===== config.mk =====
export PLATFORM = sky130hd
export DESIGN_NAME = fetch_stage
export DESIGN_NICKNAME = d
export VERILOG_FILES = /design/src/rtl/fetch_stage.sv
export SDC_FILE = /design/constraint.sdc
export NUM_CORES = 1
export LEC_CHECK = 0
export ABC_CLOCK_PERIOD_IN_PS = 6900
export CORE_MARGIN = 2
export CORE_UTILIZATION = 49
export DETAILED_ROUTE_END_ITERATION = 8
export PLACE_DENSITY = 0.75
export SYNTH_ARGS = -nofsm -noshare
export SYNTH_HDL_FRONTEND = slang
export SYNTH_SLANG_ARGS = --single-unit

===== constraint.sdc =====
create_clock -name clk -period 6.9 [get_ports clk]
set_clock_uncertainty 0.2 [all_clocks]
set_input_delay 1.38 -clock clk [delete_from_list [all_inputs] [get_ports clk]]
set_output_delay 1.38 -clock clk [all_outputs]
set_load 0.03 [all_outputs]

===== src/rtl/fetch_stage.sv =====
// Instruction-fetch stage: owns PCF, issues requests to a variable-latency imem,
// buffers returned words in order and drives the IF/ID register under stall/flush/redirect.
module fetch_stage #(
    parameter int unsigned     XLEN     = 32,
    parameter logic [XLEN-1:0] RESET_PC = '0,
    parameter int unsigned     QDEPTH   = 2,
    parameter logic [31:0]     NOP      = 32'h0000_0013
) (
    input  logic            clk,
    input  logic            reset,
    output logic            imem_req_valid,
    input  logic            imem_req_ready,
    output logic [XLEN-1:0] imem_req_addr,
    input  logic            imem_rsp_valid,
    input  logic [31:0]     imem_rsp_data,
    input  logic            StallF,
    input  logic            StallD,
    input  logic            FlushD,
    input  logic            PCSrcE,
    input  logic [XLEN-1:0] PCTargetE,
    output logic [31:0]     InstrD,
    output logic [XLEN-1:0] PCD,
    output logic [XLEN-1:0] PCPlus4D,
    output logic            ValidD
);

    localparam int unsigned PW = (QDEPTH > 1) ? $clog2(QDEPTH) : 1;
    localparam int unsigned CW = $clog2(QDEPTH + 1);
    localparam int unsigned DW = CW + 4;

    logic [XLEN-1:0]   pcF;
    logic [XLEN-1:0]   entPc    [QDEPTH];
    logic [31:0]       entInstr [QDEPTH];
    logic [QDEPTH-1:0] entFilled;
    logic [PW-1:0]     allocPtr;
    logic [PW-1:0]     fillPtr;
    logic [PW-1:0]     headPtr;
    logic [CW-1:0]     count;
    logic [CW-1:0]     pendCnt;
    logic [DW-1:0]     discard;
    logic [DW-1:0]     discardRedir;

    logic reqFire;
    logic rspTake;
    logic rspDrop;
    logic headReady;
    logic popHead;

    assign imem_req_valid = !StallF && !PCSrcE && (count < CW'(QDEPTH));
    assign imem_req_addr  = pcF;
    assign reqFire        = imem_req_valid && imem_req_ready;
    assign rspTake        = imem_rsp_valid && (discard == '0) && !PCSrcE;
    assign rspDrop        = imem_rsp_valid && (discard != '0);
    assign headReady      = entFilled[headPtr];
    assign popHead        = !FlushD && !PCSrcE && !StallD && headReady;

    // Outstanding stale words on redirect; a word arriving in the redirect cycle is one of them.
    always_comb begin
        discardRedir = discard + DW'(pendCnt);
        if (imem_rsp_valid && (discardRedir != '0))
            discardRedir = discardRedir - DW'(1);
    end

    // Payload storage needs no reset: entFilled alone decides what is live.
    always_ff @(posedge clk) begin
        if (reqFire)
            entPc[allocPtr] <= pcF;
        if (rspTake)
            entInstr[fillPtr] <= imem_rsp_data;
    end

    always_ff @(posedge clk or posedge reset) begin
        if (reset) begin
            pcF       <= RESET_PC;
            entFilled <= '0;
            allocPtr  <= '0;
            fillPtr   <= '0;
            headPtr   <= '0;
            count     <= '0;
            pendCnt   <= '0;
            discard   <= '0;
            ValidD    <= 1'b0;
            InstrD    <= NOP;
            PCD       <= '0;
            PCPlus4D  <= '0;
        end else begin
            if (FlushD || PCSrcE) begin
                ValidD <= 1'b0;
                InstrD <= NOP;
            end else if (!StallD) begin
                if (headReady) begin
                    ValidD   <= 1'b1;
                    InstrD   <= entInstr[headPtr];
                    PCD      <= entPc[headPtr];
                    PCPlus4D <= entPc[headPtr] + XLEN'(4);
                end else begin
                    ValidD <= 1'b0;
                    InstrD <= NOP;
                end
            end

            if (PCSrcE) begin
                pcF       <= PCTargetE;
                entFilled <= '0;
                allocPtr  <= '0;
                fillPtr   <= '0;
                headPtr   <= '0;
                count     <= '0;
                pendCnt   <= '0;
                discard   <= discardRedir;
            end else begin
                if (reqFire) begin
                    allocPtr <= allocPtr + PW'(1);
                    pcF      <= pcF + XLEN'(4);
                end
                if (popHead) begin
                    entFilled[headPtr] <= 1'b0;
                    headPtr            <= headPtr + PW'(1);
                end
                if (rspTake) begin
                    entFilled[fillPtr] <= 1'b1;
                    fillPtr            <= fillPtr + PW'(1);
                end else if (rspDrop) begin
                    discard <= discard - DW'(1);
                end
                count   <= count + CW'(reqFire) - CW'(popHead);
                pendCnt <= pendCnt + CW'(reqFire) - CW'(rspTake);
            end
        end
    end

endmodule

==> results.ini <==
[cts]
cts_tree = yes
cts_made_buffers = 27
cts_sinks = 270
post_cts_buffers = 0
clock_path_buffers = 3
path_clk_slew_ns = 0.06
clk_latency_ns = 0.52
htree_levels = 1
holdBufCountCts = 0
cts-root-buf = clkbuf_16
cts.repair.resized = 0

[placed_design]
hpwl_um = 17100
place_area_sq_um = 13800
port_buffers = 201
dp.cells = 1420
gp_congestion = 0.812

[power_and_ir_drop]
power_density_nw_per_um2 = 270
intPower_w = 0.00291
combPwrFrac_pct = 16.4
p_clk_share_pct = 35.3
p_sw_share_pct = 26.7
irDropWorstVdd_mv = 0.158
p_leak_nw = 5.53
p_total_w = 0.00396
p_seq_share_pct = 48.4
power.switching_w = 0.00106

[worst_setup_path]
required_ns = 5.32
crit_family = buffers and inverters
crit_cells = 3
reg2reg_depth = 6
cp_max_fo = 4
max_stage_delay_ns = 0.70
arrival_ns = 2.68
cp_cell_sequence = clkdlybuf4s50_1 > nor3_1 > clkdlybuf4s50_1
critPathLaunchType = input pin
critical_path_class = input pin to output pin
cp_common_cell = clkdlybuf4s50_1
end_kind = output pin
worst-path-buf-inv = 2
crit_path_top_delay_cell = clkdlybuf4s50_1

[floorplan]
start_util_pct = 49.7
die_h_um = 158
core_area_sq_um = 23300
die_area_sq_um = 24900
rows = 56
pin_count = 202
fp.dieW_um = 158

[synth]
synthCells = 940
synth_warnings = 0
yosysSeqAreaShare_pct = 63.8
yosysUniqueCellTypes = 69
netlist_area_sq_um = 11600
synth_edf_count = 128
synth_seq_cells = 270
avgSynthCellArea_sq_um = 12.3
synth_nets = 1025
async_reset_ff_share_pct = 52.6
synth_flop_cell = dfrtp_1

[routing]
vias_per_cell = 5.23
wl_um = 24900
vias = 7679
final_antenna_net_count = 0
drt_pass1_iterations = 4
drcViolationCount = 0
drt-wirelength-per-cell_um = 17.0
drt_iter0_drc = 578

[outcome]
outcome = completed

[global_route]
use_met2_pct = 31.0
grt_pass1_vias = 7450
grtUsageMet3_pct = 3.04
grt_antenna_before_repair = 0
overflow = 0
grtUsageMet1_pct = 30.2
top_usage_layer = met2
grt_usage_pct = 20.1
grt_pass1_wl_um = 39700
grt_max_degree = 118

[timing]
whs_ns = 0.274
final.setup.tns_ns = 0
setup_viol = 0
slew_violations = 0
relSlewSlack_pct = 18.9
worst_pin_slew_ns = 1.22
period_share_pct = 61.7
finalHoldViolations = 0
fmax_mhz = 235
fin_crit_ns = 4.26
rsz0062_at_grt = no

[final_layout]
final_area_sq_um = 14700
nNetsFinal = 1215
stdcell_count = 1469
syn2layout_area_growth_pct = 26.7
layout-drive-gt1-share_pct = 7.13
diodes = 0

[hold_path]
holdCritPathClass = register to register
whs_path_depth = 2

[run]
max_cap_violations = 0

==> layout by cell type (no fill, tap or decap), drive strengths merged, types with 6 or more instances in the layout <==
cell type,instances
clkdlybuf4s50,200
nand2,154
dfrtp,139
edfxtp,128
o21ai,117
mux2i,62
clkbuf,40
nor2,36
xnor2,34
xor2,32
inv,19
nand3,17
nor3,17
nand4,15
a21oi,13
ha,12
nor2b,8
nor4,8
nand3b,8
buf,7
nand2b,6
mux2,6
clkinv,6
==> sequential cells by signal, summed over array words and instances (netlist names), 2 cells and up <==
name and flops:
imem_req_addr 32, entFilled 2, discard 6, PCD 32, pendCnt 2, count 2, InstrD 32, entPc 64
entInstr 64, PCPlus4D 30
==> metrics by stage <==
| step | utilization (%) | setup WS, ns |
|---|---|---|
| after global routing | 63.0 | 2.53 |
| after CTS | 63.0 | 2.64 |
| final | 63.0 | 2.64 |
| after detailed placement | 59.4 | 2.63 |
| after floorplan | - | 1.52 |
| after global placement | 59.4 | 2.66 |
==> tightest hold or removal path, cell delays in order, from the launching register on <==
cell	delay [ns]
dfrtp_1	0.34
nand2_1	0.04
o21ai_0	0.05
==> kinds of logic after synthesis <==
group | after synthesis | synth area share [%]
flops | 270 | 63.8
fa+ha+maj | 13 | 1.47
xor+xnor | 66 | 4.98
simple gates | 295 | 12.6
buf+inv | 64 | 2.58
mux | 68 | 5.97
compound gates | 164 | 8.56
==> power by group through the flow <==
stage	Clock, W	Combinational [W]	Sequential [W]
6_report	0.00140	0.000648	0.00192
5_1_grt	0.00150	0.000705	0.00193
4_1_cts	0.00143	0.000654	0.00192
3_5_place_dp	0	0.000651	0.00195
3_3_place_gp	0	0.000639	0.00194
2_1_floorplan	0	0.000274	0.00204
==> cell usage after synthesis (2+ instances only) <==
master / number / area, sq um
ha_1: 12 / 150
inv_1: 18 / 67.6
a211oi_1: 2 / 15.0
buf_4: 3 / 22.5
nand2b_1: 6 / 37.5
nand3b_4: 4 / 80.1
o21ai_0: 112 / 561
clkbuf_1: 30 / 113
buf_6: 3 / 33.8
xnor2_1: 34 / 298
nor2_1: 36 / 135
nor3b_1: 3 / 22.5
dfrtp_1: 139 / 3480
buf_1: 2 / 7.51
xor2_1: 32 / 280
nor3_1: 17 / 85.1
nand2_1: 154 / 578
or2_2: 5 / 31.3
or4_1: 2 / 15.0
nor4bb_1: 2 / 20.0
a21oi_1: 13 / 65.1
o311ai_0: 3 / 26.3
a31oi_1: 3 / 18.8
nor2b_1: 8 / 50.1
and3_1: 4 / 25.0
mux2_2: 6 / 67.6
and2_1: 5 / 31.3
nand3b_1: 4 / 30.0
nand3_1: 17 / 85.1
a21o_1: 4 / 30.0
a2111oi_4: 2 / 55.1
o21ai_1: 5 / 25.0
mux2i_1: 61 / 611
nand4_1: 13 / 81.3
buf_2: 7 / 35.0
a21boi_0: 2 / 15.0
dfstp_2: 3 / 78.8
edfxtp_1: 128 / 3840
nor4_1: 6 / 37.5
==> worst paths after layout <==
check,from,to,slack (ns)
worst max-delay path,StallF,imem_req_valid,2.64
worst min-delay path,InstrD[20],InstrD[20],0.27
worst max register to register,headPtr,PCPlus4D[28],3.47
worst min register to register,InstrD[20],InstrD[20],0.27
max in group asynchronous,reset,headPtr,3.99
min in group asynchronous,reset,PCPlus4D[19],1.20
==> cell type report <==
cell class	instances	area, sq um
fillers	1797	8630
clock inverters	9	95.1
multi-input cells	606	3920
flip-flops and latches	270	7400
inverters	18	72.6
well taps	319	399
clock buffers	40	754
repair buffers	207	2050
==> metal layers <==
metal  up-vias  wire length (um)
li1       3714                 -
met1      3706             11600
met2       224             11500
met3        35              1390
met4         0               432
met5         -                 0
No activity file was read; power rests on OpenSTA's default activity.
